[src/rtl/hazard_pkg.sv]
`default_nettype none
// ============================================================================
//  Module      : hazard_pkg
//  Description : Shared types and helpers for the pipeline hazard sequencer:
//                FSM state encoding, bundled stall/flush controls, and the
//                load-use detection function.
//  Revision    : 1.0  initial release
// ============================================================================
package hazard_pkg;

   // ABORT is a reserved encoding; the sequencer never enters it on purpose.
   typedef enum logic [1:0] {
      RUN      = 2'b00,
      WAIT_MEM = 2'b01,
      ABORT    = 2'b10
   } hz_state_t;

   // Pipeline control bundle, MSB first in the order the ports are listed.
   typedef struct packed {
      logic pc_stall;
      logic if_id_stall;
      logic id_ex_stall;
      logic ex_mem_stall;
      logic if_id_flush;
      logic id_ex_flush;
      logic ex_mem_flush;
      logic redirect_take;
   } hazard_ctrl_t;

   localparam logic [4:0] REG_ZERO = 5'd0;

   // A load in EX whose destination feeds an ID operand; x0 never creates one.
   function automatic logic load_use(
      input logic       ex_is_load,
      input logic [4:0] ex_rd,
      input logic       use_rs1,
      input logic [4:0] rs1,
      input logic       use_rs2,
      input logic [4:0] rs2
   );
      return ex_is_load && (ex_rd != REG_ZERO) &&
             ((use_rs1 && (rs1 == ex_rd)) || (use_rs2 && (rs2 == ex_rd)));
   endfunction

endpackage
`default_nettype wire

[src/rtl/hazard_perf_cnt.sv]
`default_nettype none
// ============================================================================
//  Module      : hazard_perf_cnt
//  Description : Free-running 32-bit event counters for stall cycles and
//                redirect cycles. Counts wrap modulo 2^32.
//  Revision    : 1.0  initial release
// ============================================================================
module hazard_perf_cnt
   import hazard_pkg::*;
(
   input  logic        clk,
   input  logic        rst_n,
   input  logic        stall_ev_i,
   input  logic        flush_ev_i,
   output logic [31:0] stall_cnt_o,
   output logic [31:0] flush_cnt_o
);

   logic [31:0] stall_cnt_q;
   logic [31:0] flush_cnt_q;

   // Count each event on the same edge that closes the cycle it occurred in.
   always_ff @(posedge clk or negedge rst_n) begin
      if (!rst_n) begin
         stall_cnt_q <= 32'd0;
         flush_cnt_q <= 32'd0;
      end else begin
         if (stall_ev_i) stall_cnt_q <= stall_cnt_q + 32'd1;
         if (flush_ev_i) flush_cnt_q <= flush_cnt_q + 32'd1;
      end
   end

   assign stall_cnt_o = stall_cnt_q;
   assign flush_cnt_o = flush_cnt_q;

endmodule
`default_nettype wire

[src/rtl/hazard_sequencer.sv]
`default_nettype none
// ============================================================================
//  Module      : hazard_sequencer
//  Description : Central stall/flush controller for the 5-stage pipeline.
//                Handles load-use bubbles, whole-pipe freeze during a data
//                memory wait (with timeout abort), and redirect flushes,
//                including a redirect deferred until the memory wait ends.
//                Optional build macro HAZARD_PERF_EN adds perf counters.
//  Revision    : 1.0  initial release
// ============================================================================
module hazard_sequencer
   import hazard_pkg::*;
#(
   parameter int MEM_TIMEOUT = 16,
   parameter int TO_W        = 5
) (
   input  logic        clk,
   input  logic        rst_n,
   input  logic [4:0]  id_rs1,
   input  logic [4:0]  id_rs2,
   input  logic        id_use_rs1,
   input  logic        id_use_rs2,
   input  logic [4:0]  ex_rd,
   input  logic        ex_is_load,
   input  logic        mem_redirect,
   input  logic        dmem_req,
   input  logic        dmem_ready,
   output logic        pc_stall,
   output logic        if_id_stall,
   output logic        id_ex_stall,
   output logic        ex_mem_stall,
   output logic        if_id_flush,
   output logic        id_ex_flush,
   output logic        ex_mem_flush,
   output logic        redirect_take,
   output logic        err_timeout,
   output logic [1:0]  state_o
`ifdef HAZARD_PERF_EN
   ,
   output logic [31:0] perf_stall_cnt,
   output logic [31:0] perf_flush_cnt
`endif
);

   localparam logic [TO_W-1:0] TIMEOUT_VAL = TO_W'(MEM_TIMEOUT);
   localparam logic [TO_W-1:0] CNT_ONE     = TO_W'(1);
   localparam logic [TO_W-1:0] CNT_MAX     = {TO_W{1'b1}};

   hz_state_t        state_q, state_d;
   logic [TO_W-1:0]  cnt_q, cnt_d;
   logic             pend_q, pend_d;
   logic             err_q, err_d;
   hazard_ctrl_t     w_ctrl;
   hazard_ctrl_t     w_ctrl_out;
   logic             w_lu;
   logic             w_redirect_now;

   assign w_lu = load_use(ex_is_load, ex_rd, id_use_rs1, id_rs1, id_use_rs2, id_rs2);

   // A redirect may be remembered from earlier in the wait or arrive on the ready cycle.
   assign w_redirect_now = pend_q || mem_redirect;

   // State, wait counter, deferred redirect and sticky error register.
   always_ff @(posedge clk or negedge rst_n) begin
      if (!rst_n) begin
         state_q <= RUN;
         cnt_q   <= '0;
         pend_q  <= 1'b0;
         err_q   <= 1'b0;
      end else begin
         state_q <= state_d;
         cnt_q   <= cnt_d;
         pend_q  <= pend_d;
         err_q   <= err_d;
      end
   end

   // Next-state and Mealy control outputs; memory wait outranks redirect outranks load-use.
   always_comb begin
      state_d = state_q;
      cnt_d   = cnt_q;
      pend_d  = pend_q;
      err_d   = err_q;
      w_ctrl  = '0;
      case (state_q)
         RUN: begin
            if (dmem_req && !dmem_ready) begin
               w_ctrl.pc_stall     = 1'b1;
               w_ctrl.if_id_stall  = 1'b1;
               w_ctrl.id_ex_stall  = 1'b1;
               w_ctrl.ex_mem_stall = 1'b1;
               // The waiting access belongs to the branch itself: defer its redirect.
               pend_d  = mem_redirect;
               cnt_d   = CNT_ONE;
               state_d = WAIT_MEM;
            end else if (mem_redirect) begin
               w_ctrl.redirect_take = 1'b1;
               w_ctrl.if_id_flush   = 1'b1;
               w_ctrl.id_ex_flush   = 1'b1;
               w_ctrl.ex_mem_flush  = 1'b1;
            end else if (w_lu) begin
               // One bubble suffices: next cycle EX holds the bubble, not the load.
               w_ctrl.pc_stall    = 1'b1;
               w_ctrl.if_id_stall = 1'b1;
               w_ctrl.id_ex_flush = 1'b1;
            end
         end
         WAIT_MEM: begin
            if (dmem_ready) begin
               if (w_redirect_now) begin
                  w_ctrl.redirect_take = 1'b1;
                  w_ctrl.if_id_flush   = 1'b1;
                  w_ctrl.id_ex_flush   = 1'b1;
                  w_ctrl.ex_mem_flush  = 1'b1;
               end
               pend_d  = 1'b0;
               cnt_d   = '0;
               state_d = RUN;
            end else if (cnt_q == TIMEOUT_VAL) begin
               // Give up on the access: squash the in-flight work and resume fetching.
               err_d               = 1'b1;
               w_ctrl.if_id_flush  = 1'b1;
               w_ctrl.id_ex_flush  = 1'b1;
               w_ctrl.ex_mem_flush = 1'b1;
               pend_d  = 1'b0;
               cnt_d   = '0;
               state_d = RUN;
            end else begin
               w_ctrl.pc_stall     = 1'b1;
               w_ctrl.if_id_stall  = 1'b1;
               w_ctrl.id_ex_stall  = 1'b1;
               w_ctrl.ex_mem_stall = 1'b1;
               pend_d = w_redirect_now;
               if (cnt_q != CNT_MAX) cnt_d = cnt_q + CNT_ONE;
            end
         end
         default: begin
            state_d = RUN;
            cnt_d   = '0;
            pend_d  = 1'b0;
         end
      endcase
   end

   // Controls are forced quiet while reset is held, independent of the inputs.
   assign w_ctrl_out = rst_n ? w_ctrl : '0;

   assign pc_stall      = w_ctrl_out.pc_stall;
   assign if_id_stall   = w_ctrl_out.if_id_stall;
   assign id_ex_stall   = w_ctrl_out.id_ex_stall;
   assign ex_mem_stall  = w_ctrl_out.ex_mem_stall;
   assign if_id_flush   = w_ctrl_out.if_id_flush;
   assign id_ex_flush   = w_ctrl_out.id_ex_flush;
   assign ex_mem_flush  = w_ctrl_out.ex_mem_flush;
   assign redirect_take = w_ctrl_out.redirect_take;
   assign err_timeout   = err_q;
   assign state_o       = state_q;

`ifdef HAZARD_PERF_EN
   if (1) begin : g_perf
      hazard_perf_cnt u_perf (
         .clk         (clk),
         .rst_n       (rst_n),
         .stall_ev_i  (w_ctrl_out.pc_stall),
         .flush_ev_i  (w_ctrl_out.redirect_take),
         .stall_cnt_o (perf_stall_cnt),
         .flush_cnt_o (perf_flush_cnt)
      );
   end
`endif

endmodule
`default_nettype wire

[config.mk]
export PLATFORM = sky130hd
export DESIGN_NAME = hazard_sequencer
export DESIGN_NICKNAME = d
export VERILOG_FILES = /design/src/rtl/hazard_pkg.sv /design/src/rtl/hazard_perf_cnt.sv /design/src/rtl/hazard_sequencer.sv
export SDC_FILE = /design/constraint.sdc
export NUM_CORES = 1
export LEC_CHECK = 0
export CORE_MARGIN = 3
export CORE_UTILIZATION = 35
export CTS_CLUSTER_DIAMETER = 30
export CTS_CLUSTER_SIZE = 25
export DETAILED_ROUTE_END_ITERATION = 7
export PLACE_DENSITY = 0.7
export SETUP_SLACK_MARGIN = 0.1
export SLEW_MARGIN = 30
export SYNTH_ARGS = -nofsm -noshare
export SYNTH_HDL_FRONTEND = slang
export SYNTH_SLANG_ARGS = --single-unit
[constraint.sdc]
create_clock -name clk -period 2.3 [get_ports clk]
set_input_delay 0.46 -clock clk [delete_from_list [all_inputs] [get_ports clk]]
set_output_delay 0.46 -clock clk [all_outputs]
set_load 0.01 [all_outputs]
# ---- After elaboration in Yosys (flattened, before gate mapping)
# Cells that the tools add are included.
# W data, S select, Z words.
dict set report word_totals {
  regBits 9
  output_inout_bits 11
  mem_count 0
  wordCells 57
  latchBits 0
  input_bits 23
  mem_bits_ro 0
  ramBits 0
}
dict set report classes {
  n_lt_le_gt_ge 0
  mux 30
  n_mul 0
  n_eq_ne 8
  bitwise 1
  n_addsub 1
  n_reduce_logical 13
  div_mod_pow 0
  n_shift 0
}
# cell n
set op_table {}
lappend op_table {{$mux W5} 4}
lappend op_table {{$mux W2} 8}
lappend op_table {{$mux W4} 4}
lappend op_table {{$pmux W8 S2} 1}
lappend op_table {{$eq A5 B5 Y1} 2}
lappend op_table {{$pmux W5 S2} 1}
lappend op_table {{$mux W8} 1}
lappend op_table {{$mux W1} 7}
lappend op_table {{$mux W3} 2}
lappend op_table {{$add A5 B1 Y5 const B} 1}
lappend op_table {{$eq A5 B5 Y1 const B} 1}
lappend op_table {{$logic_and A1 B1 Y1} 5}
lappend op_table {{$ne A5 B5 Y1 const B} 1}
lappend op_table {{$reduce_bool A5 Y1} 1}
lappend op_table {{$ne A4 B4 Y1 const B} 1}
lappend op_table {{$pmux W2 S2} 1}
lappend op_table {{$reduce_and A2 Y1} 2}
lappend op_table {{$ne A3 B3 Y1 const B} 1}
lappend op_table {{$reduce_and A3 Y1} 1}
lappend op_table {{$eq A2 B1 Y1 const B} 1}
lappend op_table {{$logic_not A2 Y1} 1}
lappend op_table {{$logic_or A1 B1 Y1} 2}
lappend op_table {{$ne A2 B2 Y1 const B} 1}
lappend op_table {{$pmux W1 S2} 1}
lappend op_table {{2 further kinds} 2}

# ---- Logic depth before layout (Yosys ltp)
# Gate-level depths: netlist of the first run.
dict set report logic_depth {
  word_depth 9
  depth_mapped 8
  depth_no_buf 7
}

# ---- Least setup slack after synthesis of the first run
# OpenSTA, ideal clock, no wires.
dict set report synth_timing {
  kind {reg-to-output}
  from {reg cnt_q[0]}
  to {out pc_stall}
  required_time_ns 1.840
  setup_slack_ns 0.114
  arrival_ns 1.726
  stages_incl_launch_ff 9
  n_path_buf 2
  cell_sequence {dfrtp_1 -> inv_1 -> ha_1 -> and4bb_1 -> buf_6 -> o21ai_0 -> nand3b_1 -> o31ai_1 -> buf_4}
}
dict set report synth_via {
  elab_chain_cells 5
}
# item line
set synth_lines {}
lappend synth_lines {{from (decl)} hazard_sequencer.sv:50} ;# logic [TO_W-1:0] cnt_q, cnt_d;
lappend synth_lines {{from (signal assigned)} hazard_sequencer.sv:72} ;# cnt_q <= cnt_d;
lappend synth_lines {{$eq A5 B5 Y1} hazard_sequencer.sv:119} ;# end else if (cnt_q == TIMEOUT_VAL) begin
lappend synth_lines {{$mux W4} hazard_sequencer.sv:119}
lappend synth_lines {{$mux W4} hazard_sequencer.sv:109} ;# if (dmem_ready) begin
lappend synth_lines {{$pmux W8 S2} hazard_sequencer.sv:85} ;# case (state_q)
lappend synth_lines {{$mux W8} hazard_sequencer.sv:146} ;# assign w_ctrl_out = rst_n ? w_ctrl : '0;
lappend synth_lines {{to (decl)} hazard_sequencer.sv:28} ;# output logic pc_stall,
# Every way passes these cells.

# ---- Worst setup path after layout of the first run
dict set report layout_timing {
  from {in ex_rd[1]}
  to {out id_ex_flush}
}
dict set report layout_via {
  elab_chain_cells 9
  elab_cells_between_ends 13
  cone_classes {eq/ne: 2; mux: 5; reduce/logical: 6}
}
# item line
set layout_lines {}
lappend layout_lines {{from (decl)} hazard_sequencer.sv:23} ;# input logic [4:0] ex_rd,
lappend layout_lines {{$eq A5 B5 Y1} hazard_pkg.sv:42} ;# ((use_rs1 && (rs1 == ex_rd)) || (use_rs2 && (rs2 == ex_rd)));
lappend layout_lines {{$logic_and A1 B1 Y1} hazard_pkg.sv:42}
lappend layout_lines {{$logic_or A1 B1 Y1} hazard_pkg.sv:42}
lappend layout_lines {{$logic_and A1 B1 Y1 (*)} hazard_pkg.sv:41} ;# return ex_is_load && (ex_rd != REG_ZERO) &&
lappend layout_lines {{$mux W1 (*)} hazard_sequencer.sv:101} ;# end else if (w_lu) begin
lappend layout_lines {{$mux W1 (*)} hazard_sequencer.sv:96} ;# end else if (mem_redirect) begin
lappend layout_lines {{$mux W4 (*)} hazard_sequencer.sv:87} ;# if (dmem_req && !dmem_ready) begin
lappend layout_lines {{$pmux W8 S2 (*)} hazard_sequencer.sv:85}
lappend layout_lines {{$mux W8 (*)} hazard_sequencer.sv:146}
lappend layout_lines {{to (decl)} hazard_sequencer.sv:33} ;# output logic id_ex_flush,
# Mark *: on every way between the ends. The rest lies on a longest branch, timed or not.

==> results_dict.tcl, run 1 <==
set metrics [dict create \
    status "finished clean" \
    drt_iter0_drc 10 \
    hp-class "reg2reg" \
    num_antenna_cells 0 \
    cts_sinks 8 \
    avgSynthCellArea_um2 8.61 \
    end_kind "primary output" \
    die_w_um 52.0 \
    die_h_um 52.0 \
    vias 805 \
    final_layout_size_suffix_gt1_share_pct 40.6 \
    crit_path_max_fanout 3 \
    clockBufferDepth 2 \
    finalSetupTns_ns 0 \
    clock_latency_ns 0.26 \
    cts_tree "done" \
    syn_inst 86 \
    path_class "in2out" \
    fin_area_um2 1300 \
    finalSetupViolCount 0 \
    yosysSeqAreaShare_pct 27.0 \
    start_util_pct 37.4 \
    synth_nets 112 \
    cp.arrival_ns 1.79 \
    htreeDepth 1 \
    first_pass_iters 4 \
    clock-root-buffer "clkbuf_4" \
    slew_viol_final 0 \
    io_buffers 32 \
    period_share_pct 97.9 \
    rsz0062_at_grt "yes" \
    max_stage_delay_ns 0.56 \
    power.density_nw_per_um2 367 \
    dpl-instance-area_um2 1200 \
    holdPathStages 1 \
    grt_pass1_vias 839 \
    critical_path_required_ns 1.84 \
    finalNetCount 166 \
    critPathBufInv 2 \
    numCtsBuffers 3 \
    synthesis.area_um2 741 \
    grt_max_degree 11 \
    fin_skew_ns 0.00454 \
    cp.depth 6 \
    crit_family "simple AND/OR/NAND/NOR gates" \
    fp.coreArea_um2 1980 \
    post-route-drc-count 0 \
    maxCapViolations 0 \
    grt_pass1_wl_um 3740 \
    clkTransAtPathRegs_ns 0.05 \
    wl_per_cell_um 14.1 \
    ys_warn_count 0 \
    finalWirelength_um 2330 \
    postRouteAntennaNets 0 \
    num_io_pins 34 \
    grt_overflow 0 \
    dp.final_hpwl_um 1800 \
    grt_use_total_pct 18.8 \
    fin_crit_ns 2.25 \
    worstRegToRegCells 9 \
    ir_drop_mv 0.511 \
    die_area_um2 2700 \
    leakagePower_nw 0.615 \
    syn2layout_area_growth_pct 75.8 \
    antenna_found_initial 0 \
    ys_ff_latch 8 \
    crit_chain "clkdlybuf4s15_1, or4_4, o21ai_2, or3_1, o21bai_2, buf_2" \
    synth_cell_type_count 39 \
    fin_total_pwr_uw 477 \
    cp_slowest_cell "or4_4" \
    viasPerCell 4.88 \
    fmax_mhz 444 \
    row_count 16 \
    fin_util_pct 65.7 \
    finalWeightedCongestion 0.811 \
    hold_viol 0 \
    hold_ws_ns 0.461 \
    cp-start-kind "primary input" \
]
-- path summary, 6_finish.rpt --
check | end | start | slack (ns)
max | id_ex_flush | ex_rd[1] | 0.05
min | err_timeout | err_timeout | 0.46
max reg2reg | cnt_q[3] | cnt_q[0] | 0.22
min reg2reg | err_timeout | err_timeout | 0.46
max in group asynchronous | cnt_q[0] | rst_n | 1.46
min in group asynchronous | cnt_q[4] | rst_n | 0.56
-- stage by stage --
stage | worst slack [ns] | cells
global placement | -0.613 | 158
global route | -0.0732 | 165
detailed placement | -0.640 | 158
floorplan | 0.114 | 86
CTS | 0.000779 | 164
finish | 0.0472 | 165
-- cell families after synthesis --
| kind of cell | share of synthesized area, % |
|---|---|
| buf+inv | 8.61 |
| flops | 27.0 |
| fa+ha+maj | 5.07 |
| other cells | 0.506 |
| compound gates | 21.6 |
| xor+xnor | 11.8 |
| mux | 2.70 |
| simple gates | 22.6 |
-- timing repair --
item | CTS | global route
hold endpoints to repair | 0 | 0
hold buffers | 0 | 0
pin swaps | 9 | 6
buffers inserted | 3 | 1
resized for setup | 60 | 14
endpoints found under the setup margin | 8 | 8
cloned | 0 | 0
-- flip-flops by register name, summed over array words and instances, names as in the netlist --
register     flops
pend_q           1
err_timeout      1
state_o          1
cnt_q            5
-- cell usage after synthesis --
cell	count	area, um^2
o31ai_1	1	7.51
nor3_1	1	5.00
or3_1	1	6.26
conb_1	1	3.75
inv_1	4	15.0
nor3b_1	1	7.51
dfrtp_1	8	200
o22a_1	1	8.76
or2_2	1	6.26
ha_1	3	37.5
nand2_1	6	22.5
o21bai_2	1	11.3
o22ai_1	1	6.26
nand3_1	1	5.00
a32o_1	2	20.0
nand4_1	1	6.26
buf_4	4	30.0
mux2i_1	2	20.0
nand2b_1	3	18.8
or4_1	1	7.51
nor4_1	2	12.5
a21oi_1	3	15.0
o221ai_2	1	15.0
a32oi_1	1	8.76
nand3b_1	1	7.51
clkbuf_1	2	7.51
and2_0	1	6.26
nor2b_1	3	18.8
o2bb2ai_1	1	8.76
xnor2_1	2	17.5
o21ai_0	4	20.0
a21o_1	3	22.5
and3_1	1	6.26
buf_6	1	11.3
xor2_1	8	70.1
a22o_1	1	8.76
a211oi_1	1	7.51
and4bb_1	1	12.5
nor2_1	5	18.8
-- worst reg2reg max path, cell delays in order (launching register included) --
cell and delay [ns]:
dfrtp_1 0.38, buf_4 0.13, buf_4 0.14, ha_1 0.23, and3_1 0.20, ha_1 0.21
inv_1 0.11, nand4_1 0.14, a21o_1 0.21, a22o_1 0.22
-- cell usage in the layout, fill, tap and decap left out, drive strengths merged, types with 3 or more instances in the layout --
cell type / instances
nand2: 6
nand2b: 3
nor2: 5
ha: 3
nor2b: 3
o21ai: 4
clkdlybuf4s50: 11
xor2: 8
dfrtp: 8
clkbuf: 4
dlygate4sd2: 10
buf: 31
a21oi: 3
inv: 4
clkdlybuf4s15: 3
a21o: 3
-- routing by layer --
metal,wire length (um),track usage [%]
met3,96,4.87
met5,0,0
met4,48,10.0
met2,1240,31.6
met1,941,21.6
-- power breakdown --
part / total, mW / internal, mW / switching, mW
clock: 0.107 / 0.0596 / 0.0469
sequential: 0.161 / 0.151 / 0.00950
combinational: 0.210 / 0.116 / 0.0938
-- cell type report --
class / count / area (um^2)
clock buffer: 3 / 22.5
fill: 161 / 679
inverter: 4 / 15.0
multi-input combinational: 67 / 567
sequential: 8 / 200
tap: 27 / 33.8
timing repair buffer: 56 / 464
Note: power is estimated with default switching activity, not from simulation.
==> inputs of run 2 (changes only) <==
Settings changed: ABC_CLOCK_PERIOD_IN_PS set to 2300.
==> results of run 2 <==
No change in the layout: final DEF, timing and power equal those of run 1.
==> inputs of run 3 (changes only) <==
Settings changed: TNS_END_PERCENT set to 50.
==> run 3 against run 2 <==
  * Via count decreased by 0.25%
  * Core utilization decreased by 0.32 points
  * Largest power group unchanged
  * Cell count unchanged
  * Sequential power about the same
  * Sequential share of layout area increased by 0.074 points
  * Sequential cell count unchanged
  * First-iteration DRC count increased by 10%
  * Worst hold slack unchanged
  * Critical endpoint unchanged
  * Die area unchanged
  * Count of clock-buffer cells in the layout unchanged
  * Setup slack improved by 0.00093 ns
  * Power decreased by 0.26%
==> results_dict.tcl, run 3 (same netlist as run 1, synthesis figures left out) <==
set metrics [dict create \
    numCtsBuffers 3 \
    grt_pass1_wl_um 3740 \
    internal-power_uw 326 \
    num_io_pins 34 \
    antenna_found_initial 0 \
    netSwitchingPower_uw 150 \
    wl_per_cell_um 14.1 \
    mostFrequentLayoutCells "buf_4 (23), clkdlybuf4s50_1 (11), dlygate4sd2_1 (10)" \
    fill_cells 163 \
    fin_skew_ns 0.00455 \
    cp-start-kind "primary input" \
    finalSetupViolCount 0 \
    die_area_um2 2700 \
    crit_path_max_fanout 3 \
    comb_power_share_pct 43.9 \
    fp.coreArea_um2 1980 \
    post-route-drc-count 0 \
    leakagePower_nw 0.614 \
    grt_use_total_pct 18.8 \
    num_antenna_cells 0 \
    htreeDepth 1 \
    crit_family "simple AND/OR/NAND/NOR gates" \
    fin_util_pct 65.4 \
    cts_tree "done" \
    drt_iter0_drc 11 \
    viasPerCell 4.87 \
    finalWeightedCongestion 0.811 \
    path_class "in2out" \
    hold_viol 0 \
    largest_reg_flops 5 \
    fin_total_pwr_uw 476 \
    top_register "cnt_q" \
    maxCapViolations 0 \
    mostFrequentLayoutCell "buf_4" \
    timing.final.ws_setup_ns 0.0481 \
    dp.final_hpwl_um 1800 \
    syn2layout_area_growth_pct 75.0 \
    die_w_um 52.0 \
    clock-root-buffer "clkbuf_4" \
    critPathBufInv 2 \
    pwr-share-clk_pct 22.3 \
    rsz0062_at_grt "yes" \
    finalWirelength_um 2320 \
    status "finished clean" \
    slew_viol_final 0 \
    postRouteAntennaNets 0 \
    hp-class "reg2reg" \
    cp_slowest_cell "or4_4" \
    swShare_pct 31.5 \
    finalSetupTns_ns 0 \
    finalNetCount 166 \
    end_kind "primary output" \
    final_layout_size_suffix_gt1_share_pct 40.6 \
    power.density_nw_per_um2 367 \
    ir_drop_mv 0.511 \
    dp_slack_ns -0.640 \
    cts_sinks 8 \
    row_count 16 \
    clockBufferDepth 2 \
    first_pass_iters 4 \
    clkTransAtPathRegs_ns 0.05 \
    critical_path_required_ns 1.84 \
    fin_crit_ns 2.25 \
    period_share_pct 97.9 \
    pwr-share-seq_pct 33.7 \
    io_buffers 32 \
    max_stage_delay_ns 0.56 \
    grt_pass1_vias 839 \
    fmax_mhz 444 \
    cp.arrival_ns 1.79 \
    start_util_pct 37.4 \
    crit_chain "clkdlybuf4s15_1, or4_4, o21ai_2, or3_1, o21bai_2, buf_2" \
    grt_overflow 0 \
    clock_latency_ns 0.26 \
    vias 803 \
    die_h_um 52.0 \
    grt_max_degree 11 \
]
## run 3: path summary, 6_finish.rpt
check                       startpoint           to  slack, ns  cells after the start
hold / removal             err_timeout  err_timeout       0.46                      1
hold reg to reg            err_timeout  err_timeout       0.46                      1
min in group asynchronous        rst_n     cnt_q[4]       0.56                      2
setup / recovery              ex_rd[1]  id_ex_flush       0.05                      6
setup reg to reg              cnt_q[0]     cnt_q[3]       0.22                      9
max in group asynchronous        rst_n     cnt_q[0]       1.46                      3
## run 3: area by class of cell
cell class | count | area [um^2] | share of cell area, %
Clock buffer | 3 | 22.5 | 1.74
Multi-Input combinational cell | 67 | 567 | 43.7
Tap cell | 27 | 33.8 | 2.61
Sequential cell | 8 | 200 | 15.4
Inverter | 4 | 15.0 | 1.16
Timing Repair Buffer | 56 | 458 | 35.3
## run 3: what timing repair did
item,CTS,global route
pin swaps,10,6
buffers inserted,3,1
hold buffers,0,0
endpoints found under the setup margin,8,8
resized for setup,60,13
## run 3: power groups by stage
stage / logic [mW] / registers [mW] / clock network, mW
final: 0.209 / 0.161 / 0.106
after global routing: 0.226 / 0.162 / 0.124
after CTS: 0.196 / 0.159 / 0.108
after detailed placement: 0.190 / 0.161 / 0
after global placement: 0.184 / 0.160 / 0
after floorplan: 0.0782 / 0.163 / 0
## run 3: per-stage QoR
step,cell area [um^2],cells,hold WS [ns]
3_3_place_gp,1200,158,0.445
6_report,1300,165,0.461
2_1_floorplan,741,86,0.164
4_1_cts,1260,164,0.461
5_1_grt,1300,165,0.498
3_5_place_dp,1200,158,0.446
## run 3: routing by layer
layer / GRT usage, % / wire length [um] / up-vias
met5: 0 / 0 / -
met4: 10.0 / 48 / 0
met3: 4.87 / 96 / 4
met2: 31.6 / 1240 / 22
met1: 21.6 / 936 / 370
li1: - / - / 407
## run 3: worst register-to-register path, stage by stage, from the launching register on
cell	delay, ns
dfrtp_1	0.38
buf_4	0.13
buf_4	0.14
ha_1	0.23
and3_1	0.20
ha_1	0.21
inv_1	0.11
nand4_1	0.14
a21o_1	0.21
a22o_1	0.22
